[src/rtl/simple_uart_tx.sv]
// -----------------------------------------------------------------------------
// simple_uart_tx
//
// Minimal 8N1 UART transmitter. A single-cycle `start` in IDLE latches `data`
// and sends one start bit, eight data bits LSB-first and STOP_BITS stop bits,
// each held for CLKS_PER_BIT clock cycles.
//
// Parameters:
//   CLKS_PER_BIT  clock cycles per serial bit, 2..65535 (default 434)
//   STOP_BITS     number of stop bits, 1 or 2 (default 1)
//
// Ports:
//   clk    in   system clock, rising edge
//   rst_n  in   asynchronous reset, active-low
//   data   in   byte to send, sampled only on the accepting edge
//   start  in   transmit request, level-sampled, honoured only in IDLE
//   busy   out  high while a frame is in progress (registered)
//   line   out  serial output, idle high (registered)
//
// State table:
//   IDLE  | line high, busy low, waiting for start
//   START | start bit (line low) for CLKS_PER_BIT cycles
//   DATA  | data bits D0..D7 from shift register bit 0
//   STOP  | stop bit(s), line high for STOP_BITS*CLKS_PER_BIT cycles
// -----------------------------------------------------------------------------
module simple_uart_tx #(
    parameter int CLKS_PER_BIT = 434,
    parameter int STOP_BITS    = 1
) (
    input  logic       clk,
    input  logic       rst_n,
    input  logic [7:0] data,
    input  logic       start,
    output logic       busy,
    output logic       line
);

    localparam int TW = (CLKS_PER_BIT > 1) ? $clog2(CLKS_PER_BIT) : 1;
    localparam logic [TW-1:0] T_LAST    = TW'(CLKS_PER_BIT - 1);
    localparam logic          STOP_LAST = 1'(STOP_BITS - 1);

    typedef enum logic [1:0] {
        IDLE  = 2'd0,
        START = 2'd1,
        DATA  = 2'd2,
        STOP  = 2'd3
    } state_t;

    state_t        state;
    logic [TW-1:0] timer;
    logic [2:0]    bit_cnt;
    logic          stop_cnt;
    logic [7:0]    shreg;
    logic          bit_done;

    // Bit timer runs 0..CLKS_PER_BIT-1; the last count marks a bit boundary.
    assign bit_done = (timer == T_LAST);

    always_ff @(posedge clk or negedge rst_n) begin
        if (!rst_n) begin
            state    <= IDLE;
            timer    <= '0;
            bit_cnt  <= '0;
            stop_cnt <= 1'b0;
            shreg    <= '0;
            busy     <= 1'b0;
            line     <= 1'b1;
        end else begin
            case (state)
                IDLE: begin
                    timer    <= '0;
                    bit_cnt  <= '0;
                    stop_cnt <= 1'b0;
                    busy     <= 1'b0;
                    line     <= 1'b1;
                    if (start) begin
                        // Start bit goes out on the accepting edge itself.
                        shreg <= data;
                        state <= START;
                        busy  <= 1'b1;
                        line  <= 1'b0;
                    end
                end

                START: begin
                    if (bit_done) begin
                        timer <= '0;
                        state <= DATA;
                        line  <= shreg[0];
                    end else begin
                        timer <= timer + TW'(1);
                    end
                end

                DATA: begin
                    if (bit_done) begin
                        timer <= '0;
                        if (bit_cnt == 3'd7) begin
                            state <= STOP;
                            line  <= 1'b1;
                        end else begin
                            // line is registered, so it takes the bit that
                            // lands in position 0 after this shift.
                            shreg   <= {1'b0, shreg[7:1]};
                            line    <= shreg[1];
                            bit_cnt <= bit_cnt + 3'd1;
                        end
                    end else begin
                        timer <= timer + TW'(1);
                    end
                end

                STOP: begin
                    if (bit_done) begin
                        timer <= '0;
                        if (stop_cnt == STOP_LAST) begin
                            state    <= IDLE;
                            stop_cnt <= 1'b0;
                            busy     <= 1'b0;
                            line     <= 1'b1;
                        end else begin
                            stop_cnt <= stop_cnt + 1'b1;
                        end
                    end else begin
                        timer <= timer + TW'(1);
                    end
                end

                default: begin
                    state <= IDLE;
                    timer <= '0;
                    busy  <= 1'b0;
                    line  <= 1'b1;
                end
            endcase
        end
    end

endmodule

[config.mk]
export PLATFORM = sky130hd
export DESIGN_NAME = simple_uart_tx
export DESIGN_NICKNAME = d
export VERILOG_FILES = /design/src/rtl/simple_uart_tx.sv
export SDC_FILE = /design/constraint.sdc
export NUM_CORES = 1
export LEC_CHECK = 0
export CORE_MARGIN = 2
export CORE_UTILIZATION = 27
export CTS_CLUSTER_DIAMETER = 30
export CTS_CLUSTER_SIZE = 30
export DETAILED_ROUTE_END_ITERATION = 8
export SLEW_MARGIN = 5
export SYNTH_ARGS = -nofsm -noshare
export SYNTH_HDL_FRONTEND = slang
export SYNTH_SLANG_ARGS = --single-unit
[constraint.sdc]
create_clock -name clk -period 3.2 [get_ports clk]
set_input_delay 0.64 -clock clk [delete_from_list [all_inputs] [get_ports clk]]
set_output_delay 0.64 -clock clk [all_outputs]
set_load 0.02 [all_outputs]
==> impl_metrics.json <==
{
  "status": "finished clean",
  "die_w_um": 74.3,
  "synthesis.area_um2": 1340,
  "synth_compound_area_frac": 0.0562,
  "synth_area_per_cell_um2": 11.1,
  "synth_top_family_by_area": "multiplexers",
  "ys_warn_count": 0,
  "yosys-top-cells-count": "23 x dfrtp_1, 15 x mux2_2, 13 x nor2_1, 9 x ha_1, 8 x nand2_1",
  "firstDrtPassIters": 4,
  "initial_core_util": 0.281,
  "multiInputGateArea_um2": 694,
  "grt.total_usage": 0.104,
  "drc": 0,
  "synth-async-reset-ratio": 1.00,
  "met2_usage": 0.177,
  "syn-num-nets": 140,
  "worstPathMaxFanout": 7,
  "yosysTopAreaCell": "dfrtp_1",
  "post_cts_resized": 0,
  "ff2ff_path_depth": 6,
  "setup_violations": 0,
  "timing.rr.end": "shreg[5]",
  "synth_ff_type": "dfrtp_1",
  "start_kind": "flip-flop",
  "regArea_um2": 602,
  "setup_tns_ns": 0,
  "core-area_um2": 4750,
  "drv_slew": 0,
  "drt_iter0_drc": 50,
  "hold_ws_ns": 0.518,
  "fmax_mhz": 460,
  "rsz0062_at_grt": "no",
  "dieArea_um2": 5520,
  "synth_xor_area_frac": 0.0525,
  "die_h_um": 74.3,
  "syn_to_final_growth_pct": 19.3,
  "postCtsHoldBufs": 0,
  "clock_skew_ns": 0.00159,
  "antenna_found_initial": 0,
  "layout.cells.non_filler": 202,
  "cap_violations": 0,
  "muxShareOfSynthArea": 0.172,
  "ant_nets": 0,
  "critPathRequiredTime_ns": 3.36,
  "wl_mm": 2.53,
  "grt_pass1_vias": 976,
  "viasPerCell": 4.57,
  "hpwlAfterDp_mm": 1.92,
  "synth_most_common_cell": "dfrtp_1",
  "ys_seq_elements": 24,
  "grt_start_max_net_pins": 25,
  "utilization": 0.335,
  "dp_cells": 198,
  "htreeDepth": 1,
  "setup.worst_path.class": "flip-flop to flip-flop",
  "seq_area_frac_synth": 0.451,
  "yosys.area_share.simple": 0.155,
  "clock_latency_ns": 0.27,
  "powerDensity_nw_per_um2": 335,
  "numCtsBuffers": 3,
  "grt.overflow.total": 0,
  "nets": 156,
  "leakagePower_uw": 0.000665,
  "tightestPinTransition_ns": 0.374,
  "drive_gt1_frac": 0.200,
  "cts_tree": "done",
  "synth_top_area_share": 0.431,
  "rows": 25,
  "crit_path_start": "timer[1]",
  "grt_use_met3": 0.0203,
  "fin_crit_ns": 2.17,
  "root_buffer": "clkbuf_8",
  "syn_inst": 120,
  "io_buffers": 12,
  "dpl_cell_area_um2": 1540,
  "period_share": 0.679,
  "wl_per_cell_um": 12.5,
  "crit_end": "shreg[5]",
  "cts_buffer_depth": 2,
  "antenna_cells": 0,
  "cts_setup_buffers": 0,
  "hold_start": "shreg[6]",
  "grt_pass1_wl_mm": 4.33,
  "nFillCells": 496,
  "r2r_slack_ns": 1.03,
  "synth_fa_ha_area_frac": 0.0843,
  "worst_slew_margin_rel": 0.749,
  "grt.met1_usage": 0.121,
  "synth_cell_types": 32,
  "cts_sinks": 24,
  "yosys-top-cells-area": "dfrtp_1 43%, mux2_2 13%, ha_1 8.4%",
  "grt.busiest_layer": "met2",
  "design_area_um2": 1590,
  "path_clk_slew_ns": 0.08,
  "io_pins": 13,
  "globalplace.congestion": 0.731,
  "end_kind": "flip-flop",
  "r2r-start": "timer[1]",
  "arrival_ns": 2.33,
  "via_count": 923,
  "synth_edf_count": 0,
  "hp-class": "flip-flop to flip-flop",
  "vdd_ir_drop_max_mv": 0.158,
  "hold_viol_final": 0
}
[cell families after synthesis]
logic type / after synthesis
compound gates: 11
xor+xnor: 8
fa+ha+maj: 9
buf+inv: 9
flops: 24
mux: 21
simple gates: 38
[layout make-up]
cell class,count,area share
timing repair buffer,14,0.0848
multi-input combinational,87,0.436
clock buffer,4,0.0346
sequential,24,0.378
inverter,6,0.0141
tap,67,0.0526
[sequential cells by signal (all words and copies together) (netlist names)]
signal   flops
bit_cnt      3
busy         1
shreg        8
line         1
timer        9
state        2
[stage by stage]
stage	total power, uW	worst slack, ns
after floorplan	314	1.29
after global placement	334	0.891
after detailed placement	335	0.844
after CTS	543	1.02
after global routing	560	0.919
final	534	1.03
[where the power goes]
part	internal, uW	total, uW	switching [uW]
sequential	303	303	0
clock	110	206	95.9
combinational	15.3	25.1	9.83
[worst max-delay path, stage by stage (launching register included)]
cell,delay [ns]
dfrtp_1,0.41
inv_1,0.07
ha_1,0.16
or3b_2,0.49
nor3_1,0.20
a22o_1,0.35
mux2_2,0.38
[per-layer routing]
metal | wire length (um) | part of all wire
met1 | 1130 | 0.45
met2 | 1220 | 0.48
met3 | 94 | 0.037
met4 | 82 | 0.032
met5 | 0 | 0
[cell usage in the layout, fill, tap and decap left out, types with 3 or more instances in the layout]
master           instances
xnor2_1                  4
clkbuf_8                 4
xor2_1                   4
clkdlybuf4s50_1         12
o21ai_0                  5
nor2_1                  13
dfrtp_1                 23
mux2i_1                  5
nand3_1                  3
nor3_1                   3
mux2_2                  15
inv_1                    6
ha_1                     9
nand2_1                  8
[how the worst min path moves through the flow]
stage,endpoint,slack [ns],depth (start not counted)
after floorplan,bit_cnt[0],0.34,0
after global routing,shreg[0],0.55,1
after global placement,shreg[4],0.49,1
after detailed placement,shreg[6],0.50,1
after CTS,shreg[6],0.52,1
final,shreg[6],0.52,1
Note: power is estimated with default switching activity, not from simulation.
